`config.mk`:
```
export PLATFORM = sky130hd
export DESIGN_NAME = vga_timing_prog
export DESIGN_NICKNAME = d
export VERILOG_FILES = /design/src/rtl/vga_pkg.sv /design/src/rtl/vga_tim_axis.sv /design/src/rtl/vga_timing_prog.sv
export SDC_FILE = /design/constraint.sdc
export NUM_CORES = 1
export LEC_CHECK = 0
export ABC_AREA = 1
export BUFFER_PORTS_ARGS = -buffer_cell sky130_fd_sc_hd__buf_2
export CAP_MARGIN = 10
export CORE_UTILIZATION = 58
export DETAILED_ROUTE_END_ITERATION = 7
export PLACE_DENSITY = 0.85
export SLEW_MARGIN = 10
export SYNTH_ARGS = -nofsm -noshare
export SYNTH_HDL_FRONTEND = slang
export SYNTH_SLANG_ARGS = --single-unit
export TNS_END_PERCENT = 50
```
`constraint.sdc`:
```
create_clock -name clk -period 6.3 [get_ports clk]
set_clock_uncertainty 0.15 [all_clocks]
set_input_delay 0.315 -clock clk [delete_from_list [all_inputs] [get_ports clk]]
set_output_delay 0.315 -clock clk [all_outputs]
set_load 0.1 [all_outputs]
```
`src/rtl/vga_pkg.sv`:
```
// Shared types and timing presets for the VGA pipeline.
// Holds the runtime timing record, the 1024x768 and 640x480 presets, and the
// legality check used when VGA_TIMING_CFG_CHECK_EN is defined.
package vga_pkg;

    localparam int VGA_CNT_W = 11;

    typedef logic [VGA_CNT_W-1:0] vga_cnt_t;

    typedef struct packed {
        vga_cnt_t h_total;
        vga_cnt_t h_blank_start;
        vga_cnt_t h_sync_start;
        vga_cnt_t h_sync_stop;
        vga_cnt_t v_total;
        vga_cnt_t v_blank_start;
        vga_cnt_t v_sync_start;
        vga_cnt_t v_sync_stop;
    } vga_cfg_t;

    localparam vga_cfg_t VGA_CFG_1024X768 = '{
        h_total: vga_cnt_t'(1344), h_blank_start: vga_cnt_t'(1024),
        h_sync_start: vga_cnt_t'(1048), h_sync_stop: vga_cnt_t'(1184),
        v_total: vga_cnt_t'(806), v_blank_start: vga_cnt_t'(768),
        v_sync_start: vga_cnt_t'(771), v_sync_stop: vga_cnt_t'(777)};

    localparam vga_cfg_t VGA_CFG_640X480 = '{
        h_total: vga_cnt_t'(800), h_blank_start: vga_cnt_t'(640),
        h_sync_start: vga_cnt_t'(656), h_sync_stop: vga_cnt_t'(752),
        v_total: vga_cnt_t'(525), v_blank_start: vga_cnt_t'(480),
        v_sync_start: vga_cnt_t'(490), v_sync_stop: vga_cnt_t'(492)};

    // A timing set is usable when each axis has at least two positions, every
    // edge lies within the axis, and the sync pulse is at least one unit wide.
    function automatic logic vga_cfg_legal(input vga_cfg_t c);
        return (c.h_total >= vga_cnt_t'(2)) && (c.v_total >= vga_cnt_t'(2)) &&
               (c.h_blank_start <= c.h_total) && (c.h_sync_start <= c.h_total) &&
               (c.h_sync_stop <= c.h_total) && (c.v_blank_start <= c.v_total) &&
               (c.v_sync_start <= c.v_total) && (c.v_sync_stop <= c.v_total) &&
               (c.h_sync_stop > c.h_sync_start) && (c.v_sync_stop > c.v_sync_start);
    endfunction

endpackage

```
`src/rtl/vga_tim_axis.sv`:
```
// One timing axis (horizontal or vertical): next count, wrap, and the
// blank/sync levels decoded from the next count. Sync is active-high here;
// polarity is applied by the caller.
module vga_tim_axis #(
    parameter int CNT_W = 11
) (
    input  logic [CNT_W-1:0] count,
    input  logic [CNT_W-1:0] total,
    input  logic [CNT_W-1:0] blank_start,
    input  logic [CNT_W-1:0] sync_start,
    input  logic [CNT_W-1:0] sync_stop,
    input  logic             inc,
    output logic [CNT_W-1:0] count_nxt,
    output logic             wrap,
    output logic             blnk_nxt,
    output logic             sync_nxt
);

    // Wrap is judged against the config that produced the current count.
    assign wrap = inc && (count == total - CNT_W'(1));

    // Step the counter, returning to zero at the last position.
    always_comb begin
        count_nxt = count;
        if (inc) count_nxt = wrap ? '0 : count + CNT_W'(1);
    end

    // Counts never pass total-1, so the blank interval only needs its lower edge.
    assign blnk_nxt = (count_nxt >= blank_start);
    assign sync_nxt = (count_nxt >= sync_start) && (count_nxt < sync_stop);

endmodule

```
`src/rtl/vga_timing_prog.sv`:
```
// Runtime-programmable VGA timing generator.
// Timing is loaded into a one-deep shadow over a valid/ready port and becomes
// active on the advance that lands on (0,0). Define VGA_TIMING_CFG_CHECK_EN to
// reject illegal timing sets at transfer time (cfg_err pulses instead).
module vga_timing_prog
    import vga_pkg::*;
#(
    parameter int       CNT_W     = VGA_CNT_W,
    parameter bit       HSYNC_POL = 1'b1,
    parameter bit       VSYNC_POL = 1'b1,
    parameter vga_cfg_t RST_CFG   = VGA_CFG_1024X768
) (
    input  logic             clk,
    input  logic             rst_n,
    input  logic             en,
    input  vga_cfg_t         cfg_in,
    input  logic             cfg_valid,
    output logic             cfg_ready,
    output logic [CNT_W-1:0] hcount,
    output logic [CNT_W-1:0] vcount,
    output logic             hblnk,
    output logic             vblnk,
    output logic             hsync,
    output logic             vsync,
    output logic             de,
    output logic             frame_start,
    output logic             line_start,
    output logic             cfg_err
);

    vga_cfg_t         act_cfg;
    vga_cfg_t         shd_cfg;
    logic             shd_full;
    logic             cfg_ok;
    logic             accept;
    logic             reject;
    logic             apply;
    logic [CNT_W-1:0] h_nxt, v_nxt;
    logic             h_wrap, v_wrap;
    logic             hb_nxt, vb_nxt, hs_nxt, vs_nxt;
    logic [CNT_W-1:0] dec_hbs, dec_hss, dec_hse, dec_vbs, dec_vss, dec_vse;

`ifdef VGA_TIMING_CFG_CHECK_EN
    assign cfg_ok = vga_cfg_legal(cfg_in);
`else
    assign cfg_ok = 1'b1;
`endif

    // The shadow is occupied exactly when the port is not ready.
    assign shd_full = ~cfg_ready;
    assign accept   = cfg_valid & cfg_ready & cfg_ok;
    assign reject   = cfg_valid & cfg_ready & ~cfg_ok;

    // Frame wrap with a pending shadow: the (0,0) flags must already use it.
    assign apply   = h_wrap & v_wrap & shd_full;
    assign dec_hbs = CNT_W'(apply ? shd_cfg.h_blank_start : act_cfg.h_blank_start);
    assign dec_hss = CNT_W'(apply ? shd_cfg.h_sync_start  : act_cfg.h_sync_start);
    assign dec_hse = CNT_W'(apply ? shd_cfg.h_sync_stop   : act_cfg.h_sync_stop);
    assign dec_vbs = CNT_W'(apply ? shd_cfg.v_blank_start : act_cfg.v_blank_start);
    assign dec_vss = CNT_W'(apply ? shd_cfg.v_sync_start  : act_cfg.v_sync_start);
    assign dec_vse = CNT_W'(apply ? shd_cfg.v_sync_stop   : act_cfg.v_sync_stop);

    vga_tim_axis #(.CNT_W(CNT_W)) u_h (
        .count       (hcount),
        .total       (CNT_W'(act_cfg.h_total)),
        .blank_start (dec_hbs),
        .sync_start  (dec_hss),
        .sync_stop   (dec_hse),
        .inc         (en),
        .count_nxt   (h_nxt),
        .wrap        (h_wrap),
        .blnk_nxt    (hb_nxt),
        .sync_nxt    (hs_nxt)
    );

    vga_tim_axis #(.CNT_W(CNT_W)) u_v (
        .count       (vcount),
        .total       (CNT_W'(act_cfg.v_total)),
        .blank_start (dec_vbs),
        .sync_start  (dec_vss),
        .sync_stop   (dec_vse),
        .inc         (h_wrap),
        .count_nxt   (v_nxt),
        .wrap        (v_wrap),
        .blnk_nxt    (vb_nxt),
        .sync_nxt    (vs_nxt)
    );

    // Position and video flags: advance on en, otherwise hold with strobes low.
    always_ff @(posedge clk or negedge rst_n) begin
        if (!rst_n) begin
            hcount      <= '0;
            vcount      <= '0;
            hblnk       <= 1'b0;
            vblnk       <= 1'b0;
            hsync       <= ~HSYNC_POL;
            vsync       <= ~VSYNC_POL;
            de          <= 1'b0;
            frame_start <= 1'b0;
            line_start  <= 1'b0;
        end else if (en) begin
            hcount      <= h_nxt;
            vcount      <= v_nxt;
            hblnk       <= hb_nxt;
            vblnk       <= vb_nxt;
            hsync       <= hs_nxt ^ ~HSYNC_POL;
            vsync       <= vs_nxt ^ ~VSYNC_POL;
            de          <= ~hb_nxt & ~vb_nxt;
            frame_start <= h_wrap & v_wrap;
            line_start  <= h_wrap;
        end else begin
            frame_start <= 1'b0;
            line_start  <= 1'b0;
        end
    end

    // Config path: accept into the shadow when free, promote it at frame wrap.
    // Accept and apply are exclusive since one needs the shadow empty, the
    // other full; a transfer landing on a wrap therefore waits a whole frame.
    always_ff @(posedge clk or negedge rst_n) begin
        if (!rst_n) begin
            act_cfg   <= RST_CFG;
            shd_cfg   <= '0;
            cfg_ready <= 1'b1;
            cfg_err   <= 1'b0;
        end else begin
            cfg_err <= reject;
            if (accept) begin
                shd_cfg   <= cfg_in;
                cfg_ready <= 1'b0;
            end else if (apply) begin
                act_cfg   <= shd_cfg;
                cfg_ready <= 1'b1;
            end
        end
    end

endmodule

```
* After elaboration in Yosys (flattened, before gate mapping) *
Index checks and enable logic that the tools add are counted.
Widths: inputs -> output; s select.

storage, ports and cells
  register bits after elaboration = 206
  bits of input ports = 92
  logic and storage cells = 66

cells by class
  $add $sub $neg = 4
  magnitude comparators = 6
  eq/ne operators = 2
  multiplexer cells = 14
  bitwise operators = 8
  reductions and logical operators = 6

operator list
  kind                   number
  $mux 11                10
  $ge 11x11->1           4
  $add 11x1->11 const B  2
  $eq 11x11->1           2
  $lt 11x11->1           2
  $sub 11x1->11 const B  2
  $and 1x1->1            4
  $logic_and 1x1->1      4
  $mux 1                 4
  $not 1->1              4
  $reduce_and 2->1       1
  $reduce_bool 2->1      1

* Longest topological paths before layout *
  depth in word-level cells = 10
  mapped depth = 30

* Cells and area by module *
A second synthesis with hierarchy kept.

second synthesis, totals
  cells, all modules = 1531
  area, all modules = 11599.9 um2

by module, submodules not included
  module               times used  cells each  area each (um2)  seq. area each (um2)
  vga_timing_prog      1           965         8469.4           5187.5
  vga_tim_axis at u_v  1           283         1566.5           0.0
  vga_tim_axis at u_h  1           283         1564.0           0.0

* Least setup slack after synthesis *
Ideal clock, no wire load.

  kind = reg-to-reg
  start point = reg hcount[3]
  end point = reg de
  library setup time = 129 ps
  data arrival time = 3760 ps
  slack = 2261 ps
  cell stages (with the launch flop) = 22
  buffers on the path = 1
  period minus slack after synthesis = 4039 ps
  cells stage by stage = dfrtp_1 inv_1 nand2_1 nand3_1 nand2_1 nand2_1 nor2_1 nand2_1 nor2_2 nand3_4 inv_2 buf_4 nand3_4 nor2_1 nand2_1 o22ai_1 a21oi_1 ha_1 nand2_1 or4_1 o221ai_1 o21ai_0

between the ends
  elaborated cells between the ends (all ways) = 17

RTL lines
  element                 RTL line                text
  from (decl)             vga_timing_prog.sv:19   output logic [CNT_W-1:0] hcount,
  from (signal assigned)  vga_timing_prog.sv:102  hcount <= h_nxt;
  $eq 11x11->1 (*)        vga_tim_axis.sv:20      assign wrap = inc && (count == total - CNT_W'(1));
  $logic_and 1x1->1 (*)   vga_tim_axis.sv:20
  $logic_and 1x1->1       vga_tim_axis.sv:20
  $mux 11                 vga_tim_axis.sv:25      if (inc) count_nxt = wrap ? '0 : count + CNT_W'(1);
  $mux 11 (*)             vga_tim_axis.sv:25
  via u_v.count_nxt[9]    vga_tim_axis.sv:13      output logic [CNT_W-1:0] count_nxt,
  $ge 11x11->1 (*)        vga_tim_axis.sv:29      assign blnk_nxt = (count_nxt >= blank_start);
  $not 1->1 (*)           vga_timing_prog.sv:108  de <= ~hb_nxt & ~vb_nxt;
  $and 1x1->1 (*)         vga_timing_prog.sv:108
  to (signal assigned)    vga_timing_prog.sv:108
  to (decl)               vga_timing_prog.sv:25   output logic de,

Mark *: on every way through the listed nets, which the timed path passes. The rest lies on a longest branch.
A chain may end at the register's enable or synchronous reset.

* Final worst setup path *
  start point = reg act_cfg[77] (netlist name)
  end point = reg de

between the ends
  word-level cells in the longest chain between the ends = 10
  elaborated cells between the ends (all ways) = 17

RTL lines
  element                            RTL line                                      text
  from (decl)                        vga_timing_prog.sv:31                         vga_cfg_t act_cfg;
  from (signal assigned)             vga_timing_prog.sv:132                        act_cfg <= shd_cfg;
  $sub 11x1->11 (*)                  vga_tim_axis.sv:20
  $eq 11x11->1 (*)                   vga_tim_axis.sv:20
  $logic_and 1x1->1 (*)              vga_tim_axis.sv:20
  $logic_and 1x1->1                  vga_tim_axis.sv:20
  $and 1x1->1 (2 in a row)           vga_timing_prog.sv:55                         assign apply = h_wrap & v_wrap & shd_full;
  $mux 11, on equally long branches  vga_timing_prog.sv:56, vga_timing_prog.sv:59
  $ge 11x11->1                       vga_tim_axis.sv:29
  $not 1->1                          vga_timing_prog.sv:108
  $and 1x1->1 (*)                    vga_timing_prog.sv:108

Every way passes the cells marked *; elsewhere a longest branch is shown, timed or not.

==> flow_summary_export.csv <==
group,metric,value,unit
synthesis,post_synth.cell_area_avg,8.75,um^2
synthesis,netlist_instances,1261,
placed_design,gp_congestion,0.914,
sta,final.period_utilization,76.9,%
pwr,power_density,323,nW/um^2
pwr,p_leak,7.01,nW
critical_path,cpPeakStageDelay,540,ps
route,drt-vias-per-instance,5.37,
placed_design,post-place-ws,1650,ps
sta,finalSetupTns,0,ps
final_layout,drive_gt1_share,24.7,%
placed_design,hpwlAfterDp,17800,um
critical_path,worst-path-buf-inv,3,
status,status,"complete, no violations",
critical_path,crit_path_top_delay_cell,"nand2_4",
sta,min_period,4850,ps
sta,fmaxAchievable,206,MHz
synthesis,synth_edf_count,0,
critical_path,r2r_cells,26,
route,drc,0,
critical_path,arrival,5100,ps
clock_tree,htreeDepth,1,
pwr,cell_internal_pwr,0.00266,W
sta,slew_headroom,34.2,%
flow_run,maxCapViolations,0,
synthesis,synth.cell_area,11000,um^2
final_layout,fin_util,72.3,%
clock_tree,cts.clk_slew.worst_paths,60,ps
floorplan,core,18600,um^2
global_route,antenna_found_initial,1,
synthesis,yosys_warnings,0,
pwr,pwr-share-clk,31.6,%
clock_tree,insertion_delay,540,ps
final_layout,nets,1628,
critical_path,endpoint_kind,"register",
floorplan,die_h,140,um
synthesis,ys_dominant_reg_cell,"dfrtp_1",
critical_path,reg2reg_from,"act_cfg[77]",
floorplan,dieArea,19600,um^2
route,routed_wl,27800,um
critical_path,critPathRequiredTime,6550,ps
sta,grt_setup_unrepaired,"no",
sta,hold_violations,0,
clock_tree,numCtsBuffers,23,
clock_tree,clockBufferDepth,3,
worst_hold_path,hp-class,"in2async",
sta,worst_slew_pin_slew,987,ps
critical_path,cp_max_fo,85,
pwr,power_frac_comb,33.0,%
clock_tree,cts_sinks,206,
route,antenna_left,0,
pwr,p_sw,0.00170,W
floorplan,dieWidth,140,um
pwr,pwr-share-seq,35.4,%
floorplan,fp-row-count,50,
global_route,grt.overflow.total,0,
global_route,grt_max_degree,107,
pwr,swShare,39.0,%
critical_path,crit_family,"simple AND/OR/NAND/NOR gates",
floorplan,io_pins,123,
global_route,grt_pass1_vias,9344,
sta,maxSlewViolCount,0,
route,vias,9230,
synthesis,netlist-cell-type-count,53,
synthesis,synth-async-reset-ratio,100,%
final_layout,nFillCells,1277,
final_layout,syn_to_final_growth,22.2,%
critical_path,cp_common_cell,"nand2_1",
placed_design,port_buffers,121,
global_route,track_usage,29.3,%
pwr,max-vdd-ir-drop,0.188,mV
critical_path,r2r-end,"de",
route,wl_per_cell,16.1,um
critical_path,ff2ff_setup_slack,1450,ps
synthesis,ys_seq_elements,206,
floorplan,start_util,59.2,%
final_layout,multiInputGateArea,4810,um^2
route,initialDrtViolationCount,539,
critical_path,worstSetupStartpointType,"register",
clock_tree,root_buffer,"clkbuf_16",
route,first_pass_iters,5,
synthesis,yosysSeqAreaShare,47.0,%
global_route,grt_pass1_wl,45600,um
clock_tree,cts_tree,"yes",
sta,setup_viol,0,
final_layout,regArea,5190,um^2
sta,setup_slack,1450,ps
clock_tree,cts_resized,0,
critical_path,worstSetupPathType,"reg2reg",
synthesis,syn_nets,1421,
-- power groups by stage --
| stage | Combinational (W) | Sequential [W] | Clock [W] |
|---|---|---|---|
| after floorplan | 0.000643 | 0.00193 | 0 |
| after global placement | 0.00133 | 0.00156 | 0 |
| after detailed placement | 0.00136 | 0.00156 | 0 |
| after CTS | 0.00141 | 0.00153 | 0.00139 |
| after global routing | 0.00157 | 0.00155 | 0.00145 |
| final | 0.00144 | 0.00154 | 0.00138 |
-- state kept, by name, summed over array words and instances, names as in the netlist --
name and cells:
act_cfg 88, cfg_ready 1, de 1, frame_start 1, hblnk 1, hcount 11
hsync 1, line_start 1, shd_cfg 88, vblnk 1, vcount 11, vsync 1
-- worst max path at each step --
stage | start | endpoint | slack [ps] | depth (start not counted)
global route | act_cfg[77] | de | 1070 | 26
floorplan | hcount[3] | de | 2260 | 21
CTS | act_cfg[77] | de | 1600 | 26
finish | act_cfg[77] | de | 1450 | 26
detailed placement | act_cfg[77] | de | 1650 | 24
global placement | act_cfg[77] | vsync | 1820 | 26
-- synth_stat cells (2+ instances only) --
library cell | number | area [um^2]
nand2_1 | 235 | 882
dfrtp_1 | 180 | 4500
inv_1 | 152 | 571
nor2_1 | 112 | 420
a21oi_1 | 90 | 450
inv_2 | 69 | 259
ha_1 | 68 | 851
nand3_1 | 58 | 290
mux2_2 | 44 | 495
o21ai_2 | 34 | 298
o21ai_0 | 30 | 150
o21ai_1 | 29 | 145
dfstp_2 | 26 | 683
clkbuf_1 | 11 | 41.3
buf_2 | 10 | 50.1
mux2_4 | 9 | 135
nor3_1 | 9 | 45.0
nor2_2 | 8 | 50.1
buf_6 | 6 | 67.6
xor2_1 | 6 | 52.6
a211oi_1 | 5 | 37.5
buf_1 | 5 | 18.8
nand4_1 | 5 | 31.3
nor4_1 | 5 | 31.3
o21a_1 | 5 | 37.5
buf_4 | 4 | 30.0
xnor2_1 | 4 | 35.0
a21o_1 | 3 | 22.5
mux2_1 | 3 | 33.8
nand2_2 | 3 | 18.8
nor3b_1 | 3 | 22.5
a22oi_1 | 2 | 15.0
a31oi_1 | 2 | 12.5
and2_1 | 2 | 12.5
and3_1 | 2 | 12.5
nand3_2 | 2 | 20.0
nand3_4 | 2 | 35.0
nand3b_1 | 2 | 15.0
o22ai_1 | 2 | 12.5
-- metal layers --
| layer | share of wire (%) | GRT usage [%] | vias up |
|---|---|---|---|
| met4 | 4.2 | 13.2 | 0 |
| li1 | - | - | 4457 |
| met1 | 42 | 37.1 | 4346 |
| met2 | 48 | 49.3 | 330 |
| met5 | 0 | 0 | - |
| met3 | 6.2 | 5.30 | 97 |
-- cells by family (layout without fill, tap and decap cells) --
logic type               Yosys count  count (layout)  share of synthesized area, %
AO/OA/AOI/OAI                    209             209                          11.3
AND/OR/NAND/NOR                  453             453                          17.7
buffers and inverters            258             482                          9.44
other                              1               2                        0.0340
adder cells (fa/ha/maj)           68              68                          7.72
flip-flops                       206             206                          47.0
multiplexers                      56              56                          6.02
XOR/XNOR                          10              10                         0.794
-- repair_timing --
action / CTS / global route
hold endpoints to repair: 180 / 0
setup buffers: 0 / 0
hold buffers: 91 / 0
-- final cells by class --
class                           count  area share (%)
Sequential cell                   206            38.5
Multi-Input combinational cell    797            35.7
Timing Repair Buffer              218            11.6
Inverter                          222            6.18
Clock buffer                       32            4.82
Tap cell                          234            2.17
Clock inverter                     10           0.993
Antenna cell                        1          0.0186
-- cell usage in the layout, fill, tap and decap left out, types with 3 or more instances in the layout --
cell type      count
mux2_2            44
o21a_1             5
xor2_1             6
dfstp_2           26
nor4_1             5
o21ai_1           29
xnor2_1            4
nor3_1             9
a21oi_1           90
clkbuf_1           5
a211oi_1           5
clkbuf_8           5
clkbuf_16         23
nor2_2             8
dfrtp_1          180
nand2_1          234
inv_2             69
mux2_4             9
nor3b_1            3
nor2_1           112
inv_1            152
a21o_1             3
buf_2            120
dlygate4sd3_1     91
mux2_1             3
o21ai_0           30
nand4_1            5
ha_1              68
buf_4              6
o21ai_2           34
nand3_1           58
-- per-stage QoR --
stage / power [W] / instance area, um^2 / hold WS, ps / instances
finish: 0.00436 / 13500 / 324 / 1720
global route: 0.00457 / 13500 / 343 / 1719
CTS: 0.00434 / 13500 / 333 / 1719
detailed placement: 0.00292 / 11800 / 319 / 1586
global placement: 0.00288 / 11800 / 315 / 1586
floorplan: 0.00257 / 11000 / -131 / 1261
-- worst reg2reg max path: stages, from the launching register on --
cell      delay, ps
dfrtp_1         380
inv_1           130
ha_1            300
nand2_1         110
nand3_1          80
nand2_1          60
nor2_1          130
nand2_1          70
nor2_1           90
nand2_1          70
nor2_2          130
nand3_4         240
nor2_8          240
nand2_4         540
buf_4           470
o21ai_2         160
inv_2            40
ha_1            260
nand2_1          80
o21ai_0         160
a31oi_1         100
o21ai_0         220
nand3_1         100
o311ai_0        140
nand2_1         100
nand3_1         100
o21ai_0          80
Note: power is estimated with default switching activity, not from simulation.
